===== src/rtl/brick_draw.sv =====
// brick_draw
//   Captures one brick record on a single-cycle start, writes the brick's
//   health into the brick-table RAM, then rasterises a BRICK_W x BRICK_H
//   rectangle into the VGA adapter one pixel per clock, row-major, with the
//   colour taken from the latched health. Pulses done once the last pixel
//   has been plotted.
//
//   Optional feature macro: BRICK_BORDER_EN
//     defined   -> edge pixels of a live brick (health != 0) are drawn white
//     undefined -> every pixel uses the health colour map
//
// Ports
//   clk         in   system clock, rising edge
//   resetn      in   asynchronous active-low reset
//   start       in   draw request, honoured only in IDLE
//   x_in        in   [9:0] brick origin x (top-left pixel)
//   y_in        in   [9:0] brick origin y
//   address_in  in   [9:0] brick-table index
//   health_in   in   [1:0] brick health (0 = destroyed/empty)
//   busy        out  high whenever not IDLE
//   done        out  one-cycle completion pulse
//   vga_x       out  [9:0] pixel x (base + col, wraps mod 1024)
//   vga_y       out  [9:0] pixel y (base + row, wraps mod 1024)
//   colour      out  [2:0] pixel colour {R,G,B}
//   plot        out  VGA write enable
//   mem_addr    out  [9:0] brick-table RAM address
//   mem_data    out  [1:0] brick-table RAM write data
//   mem_we      out  brick-table RAM write enable
//
// state | meaning
// ------+----------------------------------------------------------
// IDLE  | waiting for start; record latched on the accepting edge
// MEMWR | one cycle: health written to brick table at latched addr
// DRAW  | one pixel per cycle, col fastest, BRICK_W*BRICK_H cycles
// DONE  | one cycle: done pulse, then back to IDLE

module brick_draw #(
    parameter int BRICK_W = 16,
    parameter int BRICK_H = 8
) (
    input  logic       clk,
    input  logic       resetn,
    input  logic       start,
    input  logic [9:0] x_in,
    input  logic [9:0] y_in,
    input  logic [9:0] address_in,
    input  logic [1:0] health_in,
    output logic       busy,
    output logic       done,
    output logic [9:0] vga_x,
    output logic [9:0] vga_y,
    output logic [2:0] colour,
    output logic       plot,
    output logic [9:0] mem_addr,
    output logic [1:0] mem_data,
    output logic       mem_we
);

    localparam logic [1:0] S_IDLE  = 2'd0;
    localparam logic [1:0] S_MEMWR = 2'd1;
    localparam logic [1:0] S_DRAW  = 2'd2;
    localparam logic [1:0] S_DONE  = 2'd3;

    // Counters are sized for the largest legal brick (64 pixels per side).
    localparam logic [5:0] COL_LAST = 6'(BRICK_W - 1);
    localparam logic [5:0] ROW_LAST = 6'(BRICK_H - 1);

    logic [1:0] state;
    logic [9:0] x_base;
    logic [9:0] y_base;
    logic [9:0] addr_lat;
    logic [1:0] health_lat;
    logic [5:0] col;
    logic [5:0] row;

    always_ff @(posedge clk or negedge resetn) begin
        if (!resetn) begin
            state      <= S_IDLE;
            x_base     <= '0;
            y_base     <= '0;
            addr_lat   <= '0;
            health_lat <= '0;
            col        <= '0;
            row        <= '0;
        end else begin
            case (state)
                S_IDLE: begin
                    if (start) begin
                        x_base     <= x_in;
                        y_base     <= y_in;
                        addr_lat   <= address_in;
                        health_lat <= health_in;
                        col        <= '0;
                        row        <= '0;
                        state      <= S_MEMWR;
                    end
                end
                S_MEMWR: begin
                    state <= S_DRAW;
                end
                S_DRAW: begin
                    if (col == COL_LAST) begin
                        col <= '0;
                        row <= row + 6'd1;
                        if (row == ROW_LAST) begin
                            state <= S_DONE;
                        end
                    end else begin
                        col <= col + 6'd1;
                    end
                end
                S_DONE: begin
                    state <= S_IDLE;
                end
                default: begin
                    state <= S_IDLE;
                end
            endcase
        end
    end

    // All outputs decode registered state only; no input reaches an output
    // combinationally.
    assign busy     = (state != S_IDLE);
    assign done     = (state == S_DONE);
    assign plot     = (state == S_DRAW);
    assign mem_we   = (state == S_MEMWR);
    assign mem_addr = addr_lat;
    assign mem_data = health_lat;
    assign vga_x    = x_base + {4'd0, col};
    assign vga_y    = y_base + {4'd0, row};

    logic [2:0] health_colour;

    always_comb begin
        health_colour = 3'b000;
        case (health_lat)
            2'd0:    health_colour = 3'b000;
            2'd1:    health_colour = 3'b100;
            2'd2:    health_colour = 3'b110;
            default: health_colour = 3'b010;
        endcase
    end

`ifdef BRICK_BORDER_EN
    logic on_edge;

    assign on_edge = (col == 6'd0) || (col == COL_LAST) ||
                     (row == 6'd0) || (row == ROW_LAST);

    // An empty brick must erase fully, so the white frame is suppressed
    // when health is 0.
    always_comb begin
        colour = health_colour;
        if (on_edge && (health_lat != 2'd0)) begin
            colour = 3'b111;
        end
    end
`else
    always_comb begin
        colour = health_colour;
    end
`endif

endmodule


===== config.mk =====
export PLATFORM = sky130hd
export DESIGN_NAME = brick_draw
export DESIGN_NICKNAME = d
export VERILOG_FILES = /design/src/rtl/brick_draw.sv
export SDC_FILE = /design/constraint.sdc
export NUM_CORES = 1
export LEC_CHECK = 0
export BUFFER_PORTS_ARGS = -buffer_cell sky130_fd_sc_hd__buf_4
export CORE_MARGIN = 1
export CORE_UTILIZATION = 30
export CTS_CLUSTER_SIZE = 25
export DETAILED_ROUTE_END_ITERATION = 16
export GPL_ROUTABILITY_DRIVEN = 0
export HOLD_SLACK_MARGIN = 0.06
export PLACE_DENSITY = 0.57
export SYNTH_ARGS = -nofsm -noshare
export SYNTH_HDL_FRONTEND = slang
export SYNTH_SLANG_ARGS = --single-unit
export TNS_END_PERCENT = 50

===== constraint.sdc =====
create_clock -name clk -period 4 [get_ports clk]
set_input_delay 0.2 -clock clk [delete_from_list [all_inputs] [get_ports clk]]
set_output_delay 0.2 -clock clk [all_outputs]
set_load 0.005 [all_outputs]

==> impl_metrics.ini <==
[detailed_routing]
wl_met3_um = 234
drc = 0
drt-total-wl_mm = 5.81
top_layer_used = met4
route.met2.wl_mm = 2.77
avgViaCountPerCell = 4.94
drt_first_pass_iters = 4
ant_nets = 0
routedLengthMet1_mm = 2.79
wl_per_cell_um = 13.1
drtIter0Drc = 87
num_vias = 2190

[floorplanning]
die_height_um = 97.4
start_util_pct = 31.1
coreArea_um2 = 8760
ios = 74
die_x_um = 97.4
num_rows = 34
die_area_um2 = 9480

[clocking]
cts_num_sinks = 46
clkTransAtPathRegs_ps = 90
post_cts_buffers = 0
clock_path_buffers = 2
ctsHoldBuffers = 1
clk_latency_ps = 290
htree_levels = 2
numCtsBuffers = 5
tritoncts = done
cts-root-buf = clkbuf_8
cts_resized = 0

[timing]
slew_headroom_pct = 61.6
slew_viol_final = 0
hold_viol_final = 0
tightest_slew_ps = 571
rsz0062_at_grt = no
setup_violations = 0
fin_worst_skew_ps = 13.9
setup_tns_ps = 0
period_minus_slack_ps = 2470
fmax_ghz = 0.405
holdWs_ps = 131
period_share_pct = 61.7
fin_ws_ps = 1530

[global_routing]
track_usage_pct = 12.5
antenna_found_initial = 0
grt_max_degree = 47
grt_pass1_vias = 2071
grt_overflow_total = 0
grt_first_pass_wirelength_mm = 9.67

[setup_path]
critPathLaunchType = flip-flop
rr_startpoint = state[0]$_DFFE_PN0P_
cp-end-kind = flip-flop
rr_endpoint = row[4]$_DFFE_PN0P_
r2r_cells = 6
critPathMaxFanout = 16
r2r_slack_ps = 1530
arrival_ps = 2700
cp_data_required_time_ps = 4230
cp-endpoint = row[4]$_DFFE_PN0P_
critPathKind = flip-flop to flip-flop
crit_start = state[0]$_DFFE_PN0P_

[yosys]
synth-seq-area-share_pct = 42.2
synth_flop_cell = dfrtp_1
synth_area_per_cell_um2 = 10.5
syn_inst = 261
ys_ff_latch = 46
synth_cell_types = 39
synth_common_cells = dfrtp_1, mux2_2, nand2_1
yosys_warnings = 0
synth_top_cell_area_share_pct = 42.2
synth_area_leaders = dfrtp_1, mux2_2, ha_1
yosysTopAreaCell = dfrtp_1
synth-async-reset-ratio_pct = 100
synth.most_common_cell = dfrtp_1
syn_nets = 318
synth_edf_count = 0
synthesis.area_um2 = 2730

[finish]
stdcell_area_um2 = 3470
postLayoutCoreUtil_pct = 39.6
layout-drive-gt1-share_pct = 34.6
finalNonFillerCells = 443
n_antenna_cell = 0
final_nets = 391
area_growth_pct = 27.3

[pwr]
clkPwrFrac_pct = 24.8
internal_power_mw = 0.785
power_switching_mw = 0.352
power_density_nw_per_um2 = 327
vdd_drop_max_v = 0.000154
netSwitchingFraction_pct = 30.9
pwr-share-seq_pct = 49.2
combPwrFrac_pct = 26.0
power_mw = 1.14
power_leakage_nw = 1.75

[place]
dp_hpwl_mm = 4.40
post-place-ws_ps = 1560
dp.cells = 434
place_area_um2 = 3380
port_buffers = 72

[worst_hold_path]
hold_path.class = primary input to flip-flop

[outcome]
status = finished clean

[job]
cap_violations = 0
[cell type report]
class                           count  area [µm²]
Clock buffer                        6        72.6
Clock inverter                      2        13.8
Fill cell                         900        5290
Inverter                           17        63.8
Multi-Input combinational cell    190        1480
Sequential cell                    46        1150
Tap cell                          108         135
Timing Repair Buffer               74         558
[power by group through the flow]
stage	sequential (mW)	clock [mW]	combinational [mW]
final	0.559	0.282	0.295
after floorplan	0.553	0	0.178
after global placement	0.567	0	0.292
after CTS	0.559	0.297	0.300
after detailed placement	0.569	0	0.294
after global routing	0.569	0.316	0.340
[cell usage in the layout (no fill, tap or decap), types with 4 or more instances in the layout]
master / synthesis / layout
buf_4: 1 / 73
dfrtp_1: 46 / 46
mux2_2: 33 / 33
nand2_1: 24 / 24
ha_1: 20 / 20
inv_1: 17 / 17
nand3_1: 13 / 13
nor2_1: 10 / 10
o21ai_0: 10 / 10
a21oi_1: 9 / 9
xnor2_1: 9 / 9
nor3b_1: 6 / 6
o211ai_1: 6 / 6
clkbuf_8: 0 / 5
and3_1: 4 / 4
o221ai_1: 4 / 4
[how the worst min path moves through the flow]
stage                 start                 endpoint  cells past startpoint
finish              y_in[8]    y_base[8]$_DFFE_PN0P_                      2
global route        x_in[7]    x_base[7]$_DFFE_PN0P_                      2
CTS                 x_in[9]    x_base[9]$_DFFE_PN0P_                      2
detailed placement   resetn  mem_addr[6]$_DFFE_PN0P_                      1
global placement     resetn  mem_addr[6]$_DFFE_PN0P_                      1
floorplan            resetn       col[0]$_DFFE_PN0P_                      0
[kinds of logic (layout without fill, tap and decap cells)]
group / count (synthesis) / count (layout) / share of synthesized area [%]
compound gates: 47 / 47 / 11.6
xor+xnor: 9 / 9 / 2.89
fa+ha+maj: 22 / 22 / 10.6
buf+inv: 25 / 99 / 3.58
flops: 46 / 46 / 42.2
mux: 35 / 35 / 14.5
other cells: 1 / 1 / 0.137
simple gates: 76 / 76 / 14.5
[worst max-delay path: stages (launching register included)]
cell and delay [ps]:
dfrtp_1 410, inv_1 110, ha_1 510, mux2i_2 280
a211o_1 480, or4_1 510, nand3_1 90
[state kept, by name, summed over array words and instances, names as in the netlist]
register  cells
y_base       10
mem_data      2
x_base       10
col           6
mem_addr     10
state         2
row           6
[layer usage]
| metal | vias up | track usage [%] |
|---|---|---|
| met1 | 1057 | 16.7 |
| met2 | 42 | 20.7 |
| li1 | 1089 | - |
| met4 | 0 | 2.71 |
| met5 | - | 0 |
| met3 | 2 | 2.66 |
(Power assumes the default switching activity.)
